### config.mk
export PLATFORM = sky130hd
export DESIGN_NAME = spi_ctrl_master
export DESIGN_NICKNAME = d
export VERILOG_FILES = /design/src/rtl/spi_ctrl_master.sv
export SDC_FILE = /design/constraint.sdc
export NUM_CORES = 1
export LEC_CHECK = 0
export ABC_AREA = 0
export ABC_CLOCK_PERIOD_IN_PS = 2600
export BUFFER_PORTS_ARGS = -buffer_cell sky130_fd_sc_hd__buf_2
export CAP_MARGIN = 10
export CORE_AREA = 2 2 88 90
export DETAILED_ROUTE_END_ITERATION = 16
export DIE_AREA = 0 0 90 92
export PLACE_DENSITY = 0.63
export SLEW_MARGIN = 25
export SYNTH_ARGS = -nofsm -noshare
export SYNTH_HDL_FRONTEND = slang
export SYNTH_SLANG_ARGS = --single-unit
### constraint.sdc
create_clock -name clk -period 2.6 [get_ports clk]
set_clock_uncertainty 0.05 [all_clocks]
set_input_delay 0.13 -clock clk [delete_from_list [all_inputs] [get_ports clk]]
set_output_delay 0.13 -clock clk [all_outputs]
set_load 0.05 [all_outputs]
### src/rtl/spi_ctrl_master.sv
// SPI controller: turns a one-cycle read/write request into a {command, data}
// frame with programmable CPOL/CPHA and SCLK divider, returning read data and a done pulse.
module spi_ctrl_master #(
  parameter int WIDTH      = 8,
  parameter int ADDR_WIDTH = 3,
  parameter int CLK_DIV    = 4
) (
  input  logic                  clk,
  input  logic                  rstb,
  input  logic                  ena,
  input  logic [1:0]            mode,
  input  logic                  start,
  input  logic                  rw,
  input  logic [ADDR_WIDTH-1:0] addr,
  input  logic [WIDTH-1:0]      wdata,
  output logic                  busy,
  output logic                  done,
  output logic [WIDTH-1:0]      rdata,
  output logic                  spi_cs_n,
  output logic                  spi_clk,
  output logic                  spi_mosi,
  input  logic                  spi_miso
);

  localparam int FW = 2 * WIDTH;
  localparam int BW = $clog2(FW + 1);
  localparam int DW = $clog2(CLK_DIV + 1);
  localparam logic [BW-1:0] BITS_END = BW'(FW);
  localparam logic [DW-1:0] DIV_END  = DW'(CLK_DIV - 1);

  typedef enum logic [1:0] {S_IDLE, S_SETUP, S_SHIFT, S_HOLD} state_t;

  state_t           state_q;
  logic [DW-1:0]    div_q;
  logic [BW-1:0]    bit_q;
  logic             lead_q;
  logic             cpha_q;
  logic             rw_q;
  logic             cs_n_q;
  logic             sclk_q;
  logic             mosi_q;
  logic             busy_q;
  logic             done_q;
  logic [WIDTH-1:0] rdata_q;
  logic [FW-1:0]    sh_q, sh_d;
  logic [WIDTH-1:0] rx_q, rx_d;
  logic [WIDTH-1:0] cmd_word;
  logic             accept, tick, edge_lead, edge_trail, shift_out, sample_in;

  always_comb begin
    cmd_word                   = '0;
    cmd_word[WIDTH-1]          = rw;
    cmd_word[ADDR_WIDTH-1:0]   = addr;
  end

  // A request in the done cycle is dropped: done_q is still high there.
  assign accept     = ena && (state_q == S_IDLE) && start && !done_q;
  assign tick       = ena && (div_q == DIV_END);
  assign edge_lead  = tick && ((state_q == S_SETUP) ||
                               ((state_q == S_SHIFT) && !lead_q && (bit_q != BITS_END)));
  assign edge_trail = tick && (state_q == S_SHIFT) && lead_q;
  assign shift_out  = cpha_q ? edge_lead : edge_trail;
  assign sample_in  = cpha_q ? edge_trail : edge_lead;

  always_comb begin
    sh_d = sh_q;
    rx_d = rx_q;
    if (accept) begin
      sh_d = {cmd_word, (rw ? wdata : {WIDTH{1'b0}})};
    end else if (shift_out) begin
      sh_d = {sh_q[FW-2:0], 1'b0};
    end
    if (sample_in) begin
      rx_d = {rx_q[WIDTH-2:0], spi_miso};
    end
  end

  // Shift registers carry no reset; they are fully reloaded/refilled every frame.
  always_ff @(posedge clk) begin
    sh_q <= sh_d;
    rx_q <= rx_d;
  end

  always_ff @(posedge clk or negedge rstb) begin
    if (!rstb) begin
      state_q <= S_IDLE;
      div_q   <= '0;
      bit_q   <= '0;
      lead_q  <= 1'b0;
      cpha_q  <= 1'b0;
      rw_q    <= 1'b0;
      cs_n_q  <= 1'b1;
      sclk_q  <= 1'b0;
      mosi_q  <= 1'b0;
      busy_q  <= 1'b0;
      done_q  <= 1'b0;
      rdata_q <= '0;
    end else if (ena) begin
      if (shift_out) mosi_q <= cpha_q ? sh_q[FW-1] : sh_q[FW-2];
      if (edge_lead || edge_trail) sclk_q <= ~sclk_q;
      case (state_q)
        S_IDLE: begin
          cs_n_q <= 1'b1;
          sclk_q <= mode[1];
          mosi_q <= 1'b0;
          busy_q <= 1'b0;
          done_q <= 1'b0;
          div_q  <= '0;
          if (accept) begin
            state_q <= S_SETUP;
            cs_n_q  <= 1'b0;
            busy_q  <= 1'b1;
            cpha_q  <= mode[0];
            rw_q    <= rw;
            mosi_q  <= mode[0] ? 1'b0 : rw;
          end
        end
        S_SETUP: begin
          if (tick) begin
            div_q   <= '0;
            bit_q   <= '0;
            lead_q  <= 1'b1;
            state_q <= S_SHIFT;
          end else begin
            div_q <= div_q + 1'b1;
          end
        end
        S_SHIFT: begin
          // Last half-period runs its full length before entering HOLD.
          if (tick) begin
            div_q <= '0;
            if (lead_q) begin
              lead_q <= 1'b0;
              bit_q  <= bit_q + 1'b1;
            end else if (bit_q == BITS_END) begin
              state_q <= S_HOLD;
              mosi_q  <= 1'b0;
            end else begin
              lead_q <= 1'b1;
            end
          end else begin
            div_q <= div_q + 1'b1;
          end
        end
        S_HOLD: begin
          if (tick) begin
            div_q   <= '0;
            state_q <= S_IDLE;
            cs_n_q  <= 1'b1;
            done_q  <= 1'b1;
            if (!rw_q) rdata_q <= rx_q;
          end else begin
            div_q <= div_q + 1'b1;
          end
        end
        default: state_q <= S_IDLE;
      endcase
    end
  end

  assign busy     = busy_q;
  assign done     = done_q;
  assign rdata    = rdata_q;
  assign spi_cs_n = cs_n_q;
  assign spi_clk  = sclk_q;
  assign spi_mosi = mosi_q;

endmodule

Word-level counts from Yosys, hierarchy flattened --
Index checks and enable logic that the tools add are counted.
Storage, ports and cells: logic and storage cells 96, input port bits 19, flip-flop bits (word level) 50
Operators by class: reduce and logical (&&, ||, !) cells 27, multiplexer cells 37, $add $sub $neg 2, equal/unequal tests 13, bitwise logic cells 2
Operators with widths (count):
- 16-bit 2-to-1 mux | 2
- 1-bit 2-to-1 mux | 17
- 5-bit 2-to-1 mux | 3
- 2-bit 2-to-1 mux | 6
- 2-bit != test, second input constant | 6
- 5-bit case mux with 2 select lines | 1
- 1-bit logical AND | 9
- 8-bit 2-to-1 mux | 1
- 1-bit case mux with 2 select lines | 4
- 2-bit case mux with 4 select lines | 1
- 4-bit AND reduction | 2
- 2-bit nonzero test | 4
- 7-bit AND reduction | 1
- 3-bit case mux with 2 select lines | 1
- 3-bit AND reduction | 2
- 5-bit by 1-bit adder with 5-bit output, second input constant | 1
- 5-bit equality test, second input constant | 1
- 5-bit != test, second input constant | 1
- 5-bit AND reduction | 1
- 2-bit equality test, second input constant | 2
- 2-bit AND reduction | 2
- 3-bit by 1-bit adder with 3-bit output, second input constant | 1
- 3-bit by 2-bit equality test with 1-bit output, second input constant | 1
- 3-bit 2-to-1 mux | 1
- 7 further kinds | 10

Logic depth before layout (Yosys ltp) --
Gate-level depths: netlist of the first run.
depth in word-level cells 11, depth in mapped cells 7, depth with buffers taken out 6

Worst setup path after synthesis of the first run --
No wires, ideal clock.
path kind register to register, from register state_q[0], to register rx_q[0], enable pin, data required time 2.164 ns, period minus slack after synthesis 2.168 ns, setup slack 0.432 ns, setup time 0.386 ns, arrival time 1.731 ns, stages on the path, launching flop included 6, buffers on the path 1, cell sequence dfrtp_1 inv_1 ha_1 buf_2 nand2_1 a211oi_1
On the way: longest elaborated chain between the ends 6
Ends and longest elaborated chain:
- start: declaration | RTL line 33 | state_t state_q;
- start signal: assignment | RTL line 86 | state_q <= S_IDLE;
- start signal: assignment | RTL line 110 | state_q <= S_SETUP;
- start signal: assignment | RTL line 123 | state_q <= S_SHIFT;
- 2-bit equality test | RTL line 60, 61
- 1-bit logical AND (2 in series) | RTL line 60 | ((state_q == S_SHIFT) && !lead_q && (bit_q != BITS_END)));
- 1-bit logical OR | RTL line 59 | assign edge_lead = tick && ((state_q == S_SETUP) ||
- 1-bit logical AND | RTL line 59
- 1-bit 2-to-1 mux * | RTL line 63 | assign sample_in = cpha_q ? edge_trail : edge_lead;
- net sample_in | RTL line 48 | logic accept, tick, edge_lead, edge_trail, shift_out, sample_in;
- end signal: assignment | RTL line 81 | rx_q <= rx_d;
- end: declaration | RTL line 46 | logic [WIDTH-1:0] rx_q, rx_d;
Mark *: on every way through the listed nets, which the timed path passes. The rest lies on a longest branch. A chain may end at the register's enable or synchronous reset.

Worst setup path in the final report of the first run --
from register bit_q[0], to register sh_q[2], enable pin
On the way: longest elaborated chain between the ends 6
Ends and longest elaborated chain:
- start: declaration | RTL line 35 | logic [BW-1:0] bit_q;
- start signal: assignment | RTL line 134 | bit_q <= bit_q + 1'b1;
- 5-bit != test | RTL line 60
- 1-bit logical AND | RTL line 60
- 1-bit logical OR | RTL line 59
- 1-bit logical AND | RTL line 59
- 1-bit 2-to-1 mux | RTL line 62 | assign shift_out = cpha_q ? edge_lead : edge_trail;
- 2-bit nonzero test (no line)
- end signal: assignment | RTL line 80 | sh_q <= sh_d;
- end: declaration | RTL line 45 | logic [FW-1:0] sh_q, sh_d;
No other way between the ends.

==> results of run 1 <==
-- kinds of logic after synthesis --
logic type	share of synthesized area (%)
multiplexers	5.88
AND/OR/NAND/NOR	17.7
flip-flops	54.9
buffers and inverters	3.35
AO/OA/AOI/OAI	14.0
adder cells (fa/ha/maj)	4.13
-- layout by cell type (no fill, tap or decap), types with 3 or more instances in the layout --
cell and count:
a21oi_1 11, o21ai_0 12, nand3b_1 3, nor2_1 7
dlygate4sd3_1 3, nand3_1 16, nor3_1 5, mux2i_1 3
nand2b_1 4, nand2_1 32, o21ai_2 9, inv_1 7
buf_4 6, mux2_2 10, buf_2 31, a22o_1 4
dfrtp_1 25, clkbuf_8 5, edfxtp_1 20, dfxtp_1 4
ha_1 8, nand4_1 3
-- state kept, by name, summed over array words and instances, names as in the netlist, 2 cells and up --
name,count
bit_q,5
rx_q,8
sh_q,16
rdata,8
div_q,3
state_q,2
-- worst min-delay path: stages --
cell and delay (ns):
buf_2 0.08, nand3_1 0.07, nand3_1 0.08
-- per-stage QoR --
stage | area, um^2 | worst slack [ns] | hold slack (ns)
floorplan | 2430 | 0.432 | -0.216
global placement | 2700 | 0.552 | 0.128
detailed placement | 2700 | 0.510 | 0.127
CTS | 2840 | 0.459 | 0.0231
global route | 2840 | 0.333 | 0.0223
finish | 2840 | 0.494 | 0.0279
-- area by class of cell --
| type | instances | area (um^2) |
|---|---|---|
| inverters | 7 | 26.3 |
| well taps | 102 | 128 |
| multi-input cells | 150 | 1010 |
| clock buffers | 6 | 93.8 |
| clock inverters | 2 | 18.8 |
| repair buffers | 40 | 230 |
| flip-flops and latches | 50 | 1330 |
| fillers | 789 | 4610 |
-- metal layers --
| layer | GRT usage [%] | share of wire [%] | vias to the layer above |
|---|---|---|---|
| li1 | - | - | 858 |
| met1 | 15.0 | 48 | 860 |
| met2 | 20.1 | 46 | 35 |
| met3 | 2.71 | 4.0 | 6 |
| met4 | 3.85 | 1.4 | 0 |
| met5 | 0 | 0 | - |
-- power by group through the flow --
| stage | Combinational (mW) | Sequential (mW) | Clock, mW |
|---|---|---|---|
| finish | 1.16 | 1.18 | 0.541 |
| CTS | 1.17 | 1.19 | 0.554 |
| global route | 1.28 | 1.22 | 0.586 |
| floorplan | 0.633 | 1.45 | 0 |
| detailed placement | 1.17 | 1.20 | 0 |
| global placement | 1.15 | 1.19 | 0 |
-- how the worst min path moves through the flow --
stage                     cells past startpoint  slack (ns)     from       end
after floorplan                               0       -0.22     rstb  bit_q[0]
after global placement                        1        0.13     rstb  rdata[4]
after detailed placement                      1        0.13     rstb  rdata[5]
after CTS                                     3        0.02  mode[1]   spi_clk
after global routing                          3        0.02  mode[1]   spi_clk
final                                         3        0.03  mode[1]   spi_clk
==> flow_summary.ini, run 1 <==
[worst_setup_path]
critPathLaunch = bit_q[0]
cp.depth = 6
critical_path_arrival_ns = 2.01
endpoint = sh_q[2]
start_kind = register
ff2ff_setup_slack_ns = 0.49
critPathKind = reg2reg
crit_path_end_kind = register
cp_slowest_cell = dfrtp_1
crit_fanout = 12
r2r_start = bit_q[0]
critical_path.top_delay_family = simple AND/OR/NAND/NOR gates
cp.buffers_inverters = 1
r2r_cells = 6
crit_chain = inv_1 -> ha_1 -> and4bb_4 -> o211ai_4 -> nand2_4 -> nand2_1
r2r_end = sh_q[2]
cp.required_ns = 2.50
crit_path_max_incr_delay_ns = 0.41

[detailed_routing]
vias = 1759
drt-initial-drc-count = 51
wl_per_cell_um = 13.1
dr.pass1.iters = 4
ant_nets = 0
remaining_drc_errors = 0
wl_mm = 4.66
routed_via_density = 4.93

[clock_tree]
post_cts_resize_count = 0
cts_root_buffer = clkbuf_8
clkTransAtPathRegs_ns = 0.10
cts_setup_buffers = 0
cts_sinks = 50
ctsHoldBuffers = 3
cts_max_path_buffers = 2
worstSkewPairLatency_ns = 0.31
cts_tree = yes
htree_num_levels = 2
numCtsBuffers = 5

[global_route]
antenna_found_initial = 0
grt_pass1_wl_mm = 8.05
grt_pass1_vias = 1719
grt_overflow = 0
grt_usage_pct = 11.8
grt_start_max_net_pins = 27

[finish]
drive_gt1_share_pct = 27.8
nets = 281
final-instance-count-excl-fill = 357
area.growth.synth_to_final_pct = 17.1
num_antenna_cells = 0
final_util_pct = 38.2

[yosys]
syn_area_mm2 = 0.00243
synth.avg_cell_area_um2 = 11.2
synth_top_area_share_pct = 25.8
synth_ff_type = dfrtp_1
ys_async_sr_fraction_pct = 52.0
synth.most_common_cell = nand2_1
ys_seq_area_share_pct = 54.9
synth_common_cells = nand2_1 (32), dfrtp_1 (25), edfxtp_1 (20)
synthCells = 217
ys_warn_count = 0
synth.distinct_cells = 46
synth_area_leaders = dfrtp_1 (26%), edfxtp_1 (25%), nand2_1 (5.0%), mux2_2 (4.6%), ha_1 (4.1%)
yosysTopAreaCell = dfrtp_1
synth_edf_count = 20
ys_ff_latch = 50
syn_nets = 244

[timing]
finalSetupTns_ns = 0
setup_viol = 0
hold_viol = 0
period_share_pct = 81.0
rsz0062_at_grt = false
fmax_ghz = 0.475
worstMarginPinSlew_ns = 0.615
slew_violations = 0
fin_crit_ns = 2.11
max_slew_margin_pct = 59.0

[power]
peakVddDrop_mv = 0.461
power_leakage_nw = 1.22
p_per_area_mw_per_mm2 = 1020
seqPwrFrac_pct = 41.0
p_comb_share_pct = 40.3
internal_power_mw = 1.69
switching_share_pct = 41.5
switchingPower_mw = 1.20
power.clock.fraction_pct = 18.7
totalPowerFinal_mw = 2.89

[place]
portBuffers = 31
gp_congestion = 0.736
dpl.hpwl_mm = 3.26
dp.cells = 346

[floorplanning]
rows = 32
coreArea_mm2 = 0.00745
initial_core_util_pct = 32.6
die_w_um = 90
die_h_um = 92
pin_count = 32
die-area_mm2 = 0.00828

[job]
maxCapViolations = 0

[status]
status = complete, no violations

[worst_hold_path]
min_path_type = in2reg
No activity file was read; power rests on OpenSTA's default activity.
==> inputs of run 2 (changes only) <==
ABC_CLOCK_PERIOD_IN_PS = 1950   (was 2600)
clock period = 1.95 ns   (was 2.6 ns; I/O delays follow)
==> run 2 against run 1 <==
Critical path depth increased by 1. Global-route usage about the same. Sequential share of layout area decreased by 1.4 points. Combinational power increased by 41%. Clock power increased by 33%. Die area unchanged. Flip-flop and latch count unchanged. Via count increased by 1.4%. Critical endpoint unchanged. Largest cell class unchanged.
==> flow_summary.ini, run 2 (same netlist as run 1, synthesis figures left out) <==
[power]
totalPowerFinal_mw = 3.94
p_per_area_mw_per_mm2 = 1350
peakVddDrop_mv = 0.698
power_leakage_nw = 1.26

[clock_tree]
htree_num_levels = 2
cts_root_buffer = clkbuf_8
worstSkewPairLatency_ns = 0.31
cts_sinks = 50
clkTransAtPathRegs_ns = 0.10
cts_tree = yes
numCtsBuffers = 5
cts_max_path_buffers = 2

[detailed_routing]
routed_via_density = 4.88
vias = 1783
dr.pass1.iters = 4
wl_mm = 4.65
ant_nets = 0
wl_per_cell_um = 12.7
drt-initial-drc-count = 73
remaining_drc_errors = 0

[worst_setup_path]
r2r_start = bit_q[0]
crit_fanout = 11
crit_path_end_kind = register
critical_path_arrival_ns = 1.92
r2r_end = sh_q[2]
cp.required_ns = 2.06
start_kind = register
critPathKind = reg2reg
crit_chain = inv_1 -> ha_1 -> and4bb_4 -> o211ai_4 -> nand2_4 -> buf_4 -> o21ai_0
ff2ff_setup_slack_ns = 0.14
r2r_cells = 7
cp_slowest_cell = dfrtp_1
crit_path_max_incr_delay_ns = 0.40

[global_route]
grt_overflow = 0
grt_usage_pct = 11.8
antenna_found_initial = 0
grt_start_max_net_pins = 27
grt_pass1_vias = 1701
grt_pass1_wl_mm = 8.00

[place]
portBuffers = 31
dpl.hpwl_mm = 3.26
gp_congestion = 0.712

[finish]
area.growth.synth_to_final_pct = 20.7
fill_cells = 749
drive_gt1_share_pct = 31.9
final_cell_mix = nand2_1 (31), buf_2 (31), dfrtp_1 (25)
nets = 289
largest_reg_flops = 16
largest-register = sh_q
num_antenna_cells = 0

[floorplanning]
pin_count = 32
initial_core_util_pct = 32.6
rows = 32
coreArea_mm2 = 0.00745
die_w_um = 90
die_h_um = 92
die-area_mm2 = 0.00828

[worst_hold_path]
min_from = addr[0]
min_to = sh_q[8]
min_path_cells = 3
min_path_type = in2reg

[timing]
fin_crit_ns = 1.81
hold_viol = 0
slew_violations = 0
setup_viol = 0
rsz0062_at_grt = false
period_share_pct = 92.8
finalSetupTns_ns = 0
fmax_ghz = 0.553
worstMarginPinSlew_ns = 0.589
max_slew_margin_pct = 60.8

[job]
maxCapViolations = 0

[status]
status = complete, no violations
==> run 2: how the worst max path moves through the flow <==
stage	to	slack [ns]	startpoint	depth (start not counted)
finish	sh_q[2]	0.14	bit_q[0]	7
CTS	sh_q[9]	0.09	bit_q[0]	6
floorplan	rx_q[0]	0.04	state_q[0]	5
global placement	sh_q[6]	0.16	bit_q[0]	6
detailed placement	rx_q[7]	0.11	state_q[0]	6
global route	sh_q[2]	0.02	bit_q[0]	7
==> run 2: metrics by stage <==
stage	setup WS (ns)	hold WS, ns	cells	cell area, um^2	util [%]
after floorplan	0.0394	-0.248	217	2430	-
after global placement	0.164	0.0926	352	2750	36.9
after detailed placement	0.108	0.100	352	2750	36.9
after CTS	0.0897	0.00702	364	2900	39.0
after global routing	0.0230	0.00268	365	2930	39.3
final	0.141	0.0133	365	2930	39.3
==> run 2: final cells by class <==
type                    instances  area (um^2)  area share, %
repair buffers                 48          293           10.0
clock buffers                   6         93.8           3.21
multi-input cells             150         1040           35.4
well taps                     102          128           4.36
inverters                       7         26.3          0.897
clock inverters                 2         18.8          0.641
flip-flops and latches         50         1330           45.5
==> run 2: timing repair <==
item,4_1_cts,5_1_grt
hold endpoints to repair,28,0
gates resized for setup,0,5
endpoints found under the setup margin,0,33
hold buffers,4,0
setup buffers,0,1
==> run 2: critical path, delay by kind of cell, from the launching register on <==
family | cells | cell delay (ns)
AOI/OAI and AO/OA | 2 | 0.39
adders and majority gates | 1 | 0.22
buffers and inverters | 2 | 0.29
DFF | 1 | 0.40
and+or+nand+nor | 2 | 0.31
==> run 2: where the power goes <==
group	switching, mW	internal (mW)
clock	0.379	0.340
combinational	1.04	0.599
sequential	0.203	1.38
total	1.62	2.32
==> run 2: metal layers <==
layer	global-route usage, %	routed length (um)	vias up
met2	19.0	2150	38
met1	15.9	2290	868
met3	2.38	165	5
met4	4.23	44	0
met5	0	0	-
li1	-	-	872
==> inputs of run 3 (changes only) <==
ABC_CLOCK_PERIOD_IN_PS = 1600   (was 1950)
PLACE_DENSITY = 0.65   (was 0.63)
clock period = 1.6 ns   (was 1.95 ns; I/O delays follow)
==> run 3 against run 2 <==
The flow now finishes with violations (negative setup slack). Cell area rose by 17%. Flip-flop and latch count did not move. Utilization rose by 6.8 points. Count of clock-buffer cells in the layout did not move. Die area did not move. Largest power group unchanged. Hold slack got worse by 0.0095 ns. Non-clock buffer count rose by 33.
==> flow_summary.ini, run 3 (same netlist as run 1, synthesis figures left out) <==
[timing]
rsz0062_at_grt = true
worstMarginPinSlew_ns = 0.600
whs_ns = 0.00382
setup_viol = 34
max_slew_margin_pct = 60.0
slew_violations = 0
period_share_pct = 104
finalSetupTns_ns = -0.986
fmax_ghz = 0.603
hold_viol = 0
fin_crit_ns = 1.66
setup_slack_ns = -0.0590

[worst_setup_path]
crit_path_end_kind = register
cp.required_ns = 1.62
critPathKind = reg2reg
critPathLaunch = bit_q[0]
r2r_start = bit_q[0]
r2r_cells = 7
start_kind = register
critical_path_arrival_ns = 1.68
crit_fanout = 7

[clock_tree]
htree_num_levels = 2
worstSkewPairLatency_ns = 0.31
cts_root_buffer = clkbuf_8
numCtsBuffers = 5
clkTransAtPathRegs_ns = 0.09
cts_tree = yes
cts_max_path_buffers = 2
cts_sinks = 50

[global_route]
grt_use_met2_pct = 23.3
met1_usage_pct = 17.9
antenna_found_initial = 0
grt_overflow = 0
grt_usage_pct = 13.8
grt_busiest_layer = met2
grt_pass1_wl_mm = 9.20
met3_usage_pct = 2.38
grt_start_max_net_pins = 27
grt_pass1_vias = 1930

[detailed_routing]
remaining_drc_errors = 0
ant_nets = 0
vias = 1945
routed_via_density = 4.89
drt-initial-drc-count = 127
dr.pass1.iters = 4
wl_mm = 5.49
wl_per_cell_um = 13.8

[power]
seqPwrFrac_pct = 33.3
power_leakage_nw = 1.47
power.clock.fraction_pct = 15.6
p_comb_share_pct = 51.1
switchingPower_mw = 2.30
p_per_area_mw_per_mm2 = 1670
switching_share_pct = 40.0
internal_power_mw = 3.45
peakVddDrop_mv = 0.715

[worst_hold_path]
min_from = addr[0]
min_path_type = in2reg
min_path_cells = 3

[finish]
drive_gt1_share_pct = 46.3
num_antenna_cells = 0
nets = 322
largest_reg_flops = 16
mostFrequentLayoutCell = buf_4
final_cell_mix = buf_4 (39), buf_2 (31), nand2_1 (30)
largest-register = sh_q
area.growth.synth_to_final_pct = 41.6

[floorplanning]
die_w_um = 90
pin_count = 32
rows = 32
die-area_mm2 = 0.00828
initial_core_util_pct = 32.6
die_h_um = 92
coreArea_mm2 = 0.00745

[place]
portBuffers = 31
gp_congestion = 0.819
dpl.hpwl_mm = 3.63

[job]
maxCapViolations = 0

[status]
status = complete, but fails checks
violations = negative setup slack
==> run 3: changes by cell type in the layout (fill, tap and decap cells not counted), moves of 3 or more <==
cell	change
buf_4	+26
o21ai_0	-6
ha_4	+5
buf_12	+4
o21ai_2	+4
buf_6	+3
ha_1	-3
inv_1	-3
inv_2	+3
==> run 3: path summary, 6_finish.rpt <==
kind | end | slack [ns]
min in group asynchronous | rdata[7] | 0.26
hold reg to reg | rx_q[6] | 0.41
hold / removal | sh_q[8] | 0.004
setup / recovery | sh_q[5] | -0.06
max in group asynchronous | state_q[1] | 0.80
setup reg to reg | sh_q[5] | -0.06
==> run 3: timing repair <==
| action | 4_1_cts | 5_1_grt |
|---|---|---|
| endpoints found under the hold margin | 28 | 0 |
| endpoints found under the setup margin | 49 | 55 |
| buffers inserted | 7 | 5 |
| hold buffers | 4 | 0 |
| resized for setup | 12 | 25 |
| pin swaps | 11 | 3 |
==> run 3: cell type report <==
| cell class | instances | area [um^2] |
|---|---|---|
| fill | 715 | 4010 |
| clock buffer | 6 | 72.6 |
| tap | 102 | 128 |
| sequential | 50 | 1330 |
| clock inverter | 2 | 37.5 |
| multi-input combinational | 150 | 1240 |
| timing repair buffer | 81 | 602 |
| inverter | 7 | 26.3 |
==> run 3: layer usage <==
metal	routed length, um	vias up	part of all wire, %
met2	2710	43	49
li1	-	942	-
met3	148	8	2.7
met4	87	0	1.6
met1	2540	952	46
met5	0	-	0
==> run 3: power by group through the flow <==
stage	Combinational, mW	Sequential (mW)	Clock, mW
after floorplan	1.15	2.37	0
after global placement	2.38	1.91	0
after detailed placement	2.42	1.92	0
after CTS	2.65	1.90	0.906
after global routing	3.18	1.96	0.958
final	2.93	1.91	0.898
==> run 3: worst max-delay path: stages, from the launching register on <==
cell      delay (ns)
dfrtp_1         0.40
inv_2           0.08
ha_4            0.15
and4bb_4        0.29
o211ai_4        0.10
nand2_4         0.14
buf_4           0.16
o21ai_2         0.06
==> run 3: through the flow <==
step                worst slack (ns)  utilization [%]  instance area (um^2)  power [mW]  std cells
global placement             -0.0532             40.3                  3000        4.29        374
CTS                          -0.0834             44.1                  3280        5.45        393
detailed placement            -0.124             40.3                  3000        4.34        374
floorplan                     -0.117                -                  2510        3.53        217
finish                       -0.0590             46.1                  3440        5.74        398
global route                  -0.153             46.1                  3440        6.09        398
